==> src/rtl/bouncing_sprite.sv <==
// Single sprite that draws itself and moves by a set velocity once per frame.
// It reflects off the screen edges and can flash a second colour for a timed number of frames.
module bouncing_sprite #(
    parameter int          WIDTH        = 64,
    parameter int          HEIGHT       = 64,
    parameter logic [23:0] COLOR        = 24'hFF_FF_FF,
    parameter logic [23:0] FLASH_COLOR  = 24'hFF_00_00,
    parameter int          FLASH_FRAMES = 8,
    parameter int          OUTLINE      = 0,
    parameter int          BORDER       = 2,
    parameter int          SCREEN_W     = 1024,
    parameter int          SCREEN_H     = 768,
    parameter int          INIT_X       = 0,
    parameter int          INIT_Y       = 0
) (
    input  logic        vclock,
    input  logic        reset,
    input  logic [10:0] hcount,
    input  logic [9:0]  vcount,
    input  logic        vsync,
    input  logic        enable,
    input  logic [3:0]  speed_x,
    input  logic [3:0]  speed_y,
    input  logic        hit,
    output logic [23:0] pixel,
    output logic [10:0] x,
    output logic [9:0]  y,
    output logic        bounce
);
    typedef enum logic {DIR_FWD, DIR_REV} dir_t;  // FWD = right/down, REV = left/up

    localparam logic [11:0] MAX_X = 12'(SCREEN_W - WIDTH);
    localparam logic [10:0] MAX_Y = 11'(SCREEN_H - HEIGHT);

    logic [10:0] r_x;
    logic [9:0]  r_y;
    dir_t        r_dir_x;
    dir_t        r_dir_y;
    logic        r_vsync_d;
    logic [7:0]  r_flash_cnt;
    logic [23:0] r_pixel;
    logic        r_bounce;

    logic        w_tick;
    logic [11:0] w_sum_x;
    logic [10:0] w_sum_y;
    logic [10:0] w_x_nxt;
    logic [9:0]  w_y_nxt;
    dir_t        w_dir_x_nxt;
    dir_t        w_dir_y_nxt;
    logic        w_bx;
    logic        w_by;
    logic [11:0] w_h;
    logic [11:0] w_x_ext;
    logic [10:0] w_v;
    logic [10:0] w_y_ext;
    logic        w_in_box;
    logic        w_on_edge;
    logic        w_draw;
    logic [23:0] w_color;

    assign w_tick = r_vsync_d & ~vsync;

    // Speed 0 is excluded up front so a sprite resting on an edge never pulses bounce.
    always_comb begin
        w_sum_x     = {1'b0, r_x} + {8'd0, speed_x};
        w_x_nxt     = r_x;
        w_dir_x_nxt = r_dir_x;
        w_bx        = 1'b0;
        if (speed_x != '0) begin
            if (r_dir_x == DIR_FWD) begin
                if (w_sum_x >= MAX_X) begin
                    w_x_nxt     = MAX_X[10:0];
                    w_dir_x_nxt = DIR_REV;
                    w_bx        = 1'b1;
                end else begin
                    w_x_nxt = w_sum_x[10:0];
                end
            end else begin
                if ({1'b0, r_x} <= {8'd0, speed_x}) begin
                    w_x_nxt     = '0;
                    w_dir_x_nxt = DIR_FWD;
                    w_bx        = 1'b1;
                end else begin
                    w_x_nxt = r_x - {7'd0, speed_x};
                end
            end
        end
    end

    always_comb begin
        w_sum_y     = {1'b0, r_y} + {7'd0, speed_y};
        w_y_nxt     = r_y;
        w_dir_y_nxt = r_dir_y;
        w_by        = 1'b0;
        if (speed_y != '0) begin
            if (r_dir_y == DIR_FWD) begin
                if (w_sum_y >= MAX_Y) begin
                    w_y_nxt     = MAX_Y[9:0];
                    w_dir_y_nxt = DIR_REV;
                    w_by        = 1'b1;
                end else begin
                    w_y_nxt = w_sum_y[9:0];
                end
            end else begin
                if ({1'b0, r_y} <= {7'd0, speed_y}) begin
                    w_y_nxt     = '0;
                    w_dir_y_nxt = DIR_FWD;
                    w_by        = 1'b1;
                end else begin
                    w_y_nxt = r_y - {6'd0, speed_y};
                end
            end
        end
    end

    always_comb begin
        w_h       = {1'b0, hcount};
        w_x_ext   = {1'b0, r_x};
        w_v       = {1'b0, vcount};
        w_y_ext   = {1'b0, r_y};
        w_in_box  = (w_h >= w_x_ext) && (w_h < w_x_ext + 12'(WIDTH)) &&
                    (w_v >= w_y_ext) && (w_v < w_y_ext + 11'(HEIGHT));
        w_on_edge = (w_h <  w_x_ext + 12'(BORDER)) ||
                    (w_h >= w_x_ext + 12'(WIDTH - BORDER)) ||
                    (w_v <  w_y_ext + 11'(BORDER)) ||
                    (w_v >= w_y_ext + 11'(HEIGHT - BORDER));
        w_draw    = w_in_box;
        if (OUTLINE != 0) begin
            w_draw = w_in_box && w_on_edge;
        end
        w_color = (r_flash_cnt != '0) ? FLASH_COLOR : COLOR;
    end

    always_ff @(posedge vclock) begin
        if (reset) begin
            r_x         <= 11'(INIT_X);
            r_y         <= 10'(INIT_Y);
            r_dir_x     <= DIR_FWD;
            r_dir_y     <= DIR_FWD;
            r_vsync_d   <= 1'b1;
            r_flash_cnt <= '0;
            r_pixel     <= '0;
            r_bounce    <= 1'b0;
        end else begin
            r_vsync_d <= vsync;
            r_bounce  <= 1'b0;
            if (w_tick && enable) begin
                r_x      <= w_x_nxt;
                r_y      <= w_y_nxt;
                r_dir_x  <= w_dir_x_nxt;
                r_dir_y  <= w_dir_y_nxt;
                r_bounce <= w_bx | w_by;
            end
            if (hit) begin
                r_flash_cnt <= 8'(FLASH_FRAMES);
            end else if (w_tick && (r_flash_cnt != '0)) begin
                r_flash_cnt <= r_flash_cnt - 8'd1;
            end
            r_pixel <= w_draw ? w_color : '0;
        end
    end

    assign pixel  = r_pixel;
    assign x      = r_x;
    assign y      = r_y;
    assign bounce = r_bounce;
endmodule

==> config.mk <==
export PLATFORM = sky130hd
export DESIGN_NAME = bouncing_sprite
export DESIGN_NICKNAME = d
export VERILOG_FILES = /design/src/rtl/bouncing_sprite.sv
export SDC_FILE = /design/constraint.sdc
export NUM_CORES = 1
export LEC_CHECK = 0
export BUFFER_PORTS_ARGS = -buffer_cell sky130_fd_sc_hd__buf_2
export CELL_PAD_IN_SITES_DETAIL_PLACEMENT = 1
export CELL_PAD_IN_SITES_GLOBAL_PLACEMENT = 1
export CORE_MARGIN = 2
export CORE_UTILIZATION = 37
export DETAILED_ROUTE_END_ITERATION = 7
export PLACE_DENSITY_LB_ADDON = 0.1
export RECOVER_POWER = 25
export SLEW_MARGIN = 10
export SYNTH_ARGS = -nofsm -noshare
export SYNTH_HDL_FRONTEND = slang
export SYNTH_SLANG_ARGS = --single-unit
export TNS_END_PERCENT = 1
==> constraint.sdc <==
create_clock -name vclock -period 2.3 [get_ports vclock]
set_input_delay 0.345 -clock vclock [delete_from_list [all_inputs] [get_ports vclock]]
set_output_delay 0.345 -clock vclock [all_outputs]
set_load 0.02 [all_outputs]
# Word-level counts from Yosys, hierarchy flattened
# Index checks and enable logic that the tools add are counted.
# op_classes
reduce_logical	14
n_bitwise	5
order_cmp	8
addsub	7
mux	21
# ops
cell	count
$mux W11	3
$mux W10	3
$mux W16	1
$add A11 B4 Y12	1
$add A11 B7 Y12 const B	1
$ge A12 B10 Y1 const B	1
$lt A11 B12 Y1	1
$mux W1	12
$add A10 B4 Y11	1
$add A10 B7 Y11 const B	1
$ge A11 B10 Y1 const B	1
$ge A11 B11 Y1	1
$le A11 B4 Y1	1
$lt A10 B11 Y1	1
$sub A11 B4 Y11	1
$ge A10 B10 Y1	1
$le A10 B4 Y1	1
$sub A10 B4 Y10	1
$mux W4	2
$reduce_bool A4 Y1	2
$reduce_bool A8 Y1	1
$sub A8 B1 Y8 const B	1
$reduce_or A2 Y1	3
$logic_and A1 B1 Y1	5
5 further kinds	8
# totals
reg_bits	57
wordCells	64
out_inout_bits	46
in_bits	34

# Longest topological paths before layout
# logic_depth
depth_word	7
depth_mapped	13
ltp_nobuf	12

# Worst setup path before layout
# Ideal clock, no wire load.
# synth_timing
path_kind	reg2reg
startpoint	register r_x[0] (netlist: x[0])
endpoint	register r_x[2] (netlist: x[2])
period_less_slack_ns	2.637
required_ns	2.168
slack_ns	-0.337
path_buffers	1
stages_incl_launch_ff	13
arrival_time_ns	2.505
cell_sequence	dfxtp_1 > ha_1 > inv_1 > fa_1 > nor2_1 > o311a_1 > nor3b_1 > o21ai_1 > o211ai_1 > buf_2 > o22ai_1 > o211ai_1 > a21oi_1
# synth_via
elab_chain_len	4
elab_cells_between_ends	7
# synth_rtl
item	line_no	source
start, declared	35	logic [10:0] r_x;
start signal, assigned	137	r_x <= 11'(INIT_X);
start signal, assigned	149	r_x <= w_x_nxt;
$add A11 B4 Y12	66	w_sum_x = {1'b0, r_x} + {8'd0, speed_x};
$ge A12 B10 Y1	72	if (w_sum_x >= MAX_X) begin
$mux W11	72	
$mux W11 *	71	if (r_dir_x == DIR_FWD) begin
# Mark *: on every way between the ends. The rest lies on a longest branch, timed or not.
# A chain may end at the register's enable or synchronous reset.

# Worst setup path in the final report
# layout_timing
startpoint	register r_y[2] (netlist: y[2])
endpoint	register r_bounce (netlist: bounce)
# layout_via
elab_chain_len	6
elab_cells_between_ends	8
# layout_rtl
item	line_no	source
start, declared	36	logic [9:0] r_y;
start signal, assigned	138	r_y <= 10'(INIT_Y);
start signal, assigned	150	r_y <= w_y_nxt;
$add A10 B4 Y11	92	w_sum_y = {1'b0, r_y} + {7'd0, speed_y};
$ge A11 B10 Y1	98	if (w_sum_y >= MAX_Y) begin
$mux W1	98	
$mux W1 *	97	if (r_dir_y == DIR_FWD) begin
$mux W1 *	96	if (speed_y != '0) begin
$or A1 B1 Y1 *	153	r_bounce <= w_bx | w_by;
end signal, assigned	153	
end, declared	42	logic r_bounce;
# Marks and branches as above.

==> key figures <==
Status
  – Outcome: finished, violations left
  – Failing checks: negative setup slack

Route
  – WL final: 12900 um
  – 1st-pass router iterations: 4
  – Initial DRC count: 98
  – Vias: 4055
  – Drt drc: 0
  – Post-route ant nets: 0
  – Vias per cell: 5.38
  – DR WL/cell: 17.1 um

Layout
  – Area Overhead vs Synth: 35.0%
  – Diodes inserted: 0
  – Net count, final: 707
  – Post-Layout Inst Area: 0.00514 sq mm
  – Layout Cells excl Fill: 754
  – Layout cells sized above 1: 36.6%
  – Core Util, Final: 50.7%

Global routing
  – Largest net degree at the start of global routing: 18
  – Grt total ovfl: 0
  – First-pass GRT wire length: 21200 um
  – Vias in the first global route: 4360
  – Global Route Usage Sum: 23.4%
  – Initial antenna violation count: 0

Worst setup path
  – WP data arrival: 2.73 ns
  – Startpoint Class: flip-flop
  – Setup Crit Path Kind: reg2reg
  – Critical Path RT: 2.53 ns
  – CP Max Fanout: 8
  – CP Capture Type: flip-flop

Flow run
  – # Max-Cap Violations: 0

Timing
  – Slew HR: 26.4%
  – Final setup vio count: 20
  – Final hold slack: 0.294 ns
  – Crit share post-route: 109%
  – Slew @ Worst Pin: 1.10 ns
  – Fmax: 401 MHz
  – Final Hold Fails: 0
  – RSZ-0062 raised after global routing: true
  – Clock skew: 0.00517 ns
  – Final Critical Period: 2.50 ns
  – Fin. max-slew vios: 0
  – Setup_tns: -2.34 ns
  – Final WS setup: -0.196 ns

CTS
  – CTS Buf Count: 5
  – CTS sink count: 35
  – Worst-path clk slew: 0.08 ns
  – Clock Latency Late Sink: 0.30 ns
  – CTS Hold Bufs: 0
  – Clk buf depth: 2
  – CTS tree: yes
  – Htree depth: 2
  – CTS root buffer: clkbuf_8

Synthesis
  – Sequential area share after synthesis: 18.4%
  – Number of library cell types mapped by synthesis: 72
  – Synth Flop Type: dfxtp_1
  – Post-Syn Nets: 573
  – Synth top area share: 18.4%
  – Yosys reg bits: 35
  – Syn Area/Cell: 7.88 sq um
  – Post-synth top cells: 52 x ha_1, 44 x nor2_1, 43 x inv_1
  – EDFF count, synth: 0
  – Cells after Synth: 483
  – Async SR Flop Fraction: 0%
  – Synth warnings: 0
  – Largest area contributor in the netlist: dfxtp_1
  – Top post-synthesis cells by area: dfxtp_1 18%, ha_1 17%, buf_4 4.3%
  – Post-Syn Area: 0.00380 sq mm
  – Most common cell in the netlist: ha_1

Place
  – Final weighted congestion in routability-driven placement: 0.856
  – Placed cells: 736
  – Area post-placement: 0.00477 sq mm
  – HPWL Detailed: 10000 um
  – Port Buffers: 79
  – DP Worst Slack: -0.407 ns

Floorplan
  – Die Width: 105 um
  – Chip Height: 105 um
  – # IOs: 80
  – Initial Utilization: 37.5%
  – Num rows: 37
  – Core Footprint: 0.0101 sq mm
  – Die Area: 0.0111 sq mm

Pwr
  – Total power: 1.88 mW
  – Peak VDD IR: 207 uV
  – Pwr/cell area: 367 mW/mm^2
  – Leakage power: 2.28 nW

Worst hold path
  – Hold Crit Class: in2reg
worst max-delay path, cell delays in order, from the launching register on:
cell and delay, ns:
dfxtp_2 0.33, ha_2 0.34, nor2b_1 0.25, o31ai_2 0.12
a211o_1 0.31, mux2i_4 0.21, a31oi_4 0.25, nor2_8 0.10
o32a_1 0.37, nor3_2 0.14
worst paths after layout:
kind              cells after the start  slack [ns]                        start                          end
setup / recovery                      9       -0.20            y[2]$_SDFFE_PP0P_            bounce$_SDFF_PP0_
hold / removal                        2        0.29                        vsync         r_vsync_d$_SDFF_PP1_
setup reg to reg                      9       -0.20            y[2]$_SDFFE_PP0P_            bounce$_SDFF_PP0_
hold reg to reg                       2        0.53  r_flash_cnt[1]$_SDFFE_PP0P_  r_flash_cnt[1]$_SDFFE_PP0P_
sequential cells by signal, indices dropped and copies added, names as in the netlist:
signal       flops
x               11
y               10
r_flash_cnt      8
pixel            2
bounce           1
r_dir_x          1
r_dir_y          1
r_vsync_d        1
placed cells by master, fill, tap and decap left out, types with 3 or more instances in the layout:
cell and instances:
o32ai_1 3, a211oi_1 8, nand2_1 26, nor4_1 5
nor2_1 40, buf_4 85, nand4_1 5, xnor2_1 13
clkbuf_1 12, o21a_1 6, ha_1 47, a32oi_1 3
nor2b_1 6, a21oi_1 28, dfxtp_2 3, dfxtp_1 29
buf_2 68, nor3_1 8, fa_2 4, and2_1 3
o211ai_1 6, o21ai_0 20, o22ai_1 4, nand2b_1 3
and3_1 3, or2_2 5, or3_1 3, ha_4 3
clkbuf_8 5, xor2_1 5, a311oi_1 3, a221oi_1 3
o21ai_1 8, inv_1 43, a31oi_1 4, a21o_1 10
dfxtp_4 3, nand3_1 12
routing by layer:
metal	share of wire (%)	track usage, %	up-vias
met5	0	0	-
met4	1.3	7.43	0
met3	1.7	2.04	11
met2	53	43.6	61
met1	44	28.0	1990
li1	-	-	1993
kinds of logic (layout without fill, tap and decap cells):
| group | Yosys count | in the layout | synth area share [%] |
|---|---|---|---|
| AOI/OAI and AO/OA | 142 | 142 | 26.4 |
| xor gates and xnor gates | 18 | 18 | 4.14 |
| adders and majority gates | 56 | 56 | 19.2 |
| buffers and inverters | 84 | 219 | 10.8 |
| DFF | 35 | 35 | 18.4 |
| muxes | 1 | 1 | 0.592 |
| and+or+nand+nor | 147 | 147 | 20.4 |
cell type report:
type | count | area, sq um
Inverter | 44 | 165
Tap cell | 136 | 170
Clock buffer | 6 | 93.8
Fill cell | 1282 | 5000
Clock inverter | 2 | 13.8
Sequential cell | 35 | 716
Multi-Input combinational cell | 364 | 2930
Timing Repair Buffer | 167 | 1050
report_power, final:
group	leakage (nW)	switching (mW)	internal [mW]	total [mW]
Sequential	0.287	0.0237	0.626	0.650
Clock	0.0563	0.270	0.280	0.550
Combinational	1.94	0.369	0.315	0.684
what timing repair did:
| action | 4_1_cts | 5_1_grt |
|---|---|---|
| resized for setup | 34 | 13 |
| cloned | 1 | 0 |
| pin swaps | 28 | 12 |
| setup endpoints to repair | 24 | 27 |
| buffers inserted | 6 | 3 |
(Power assumes the default switching activity.)
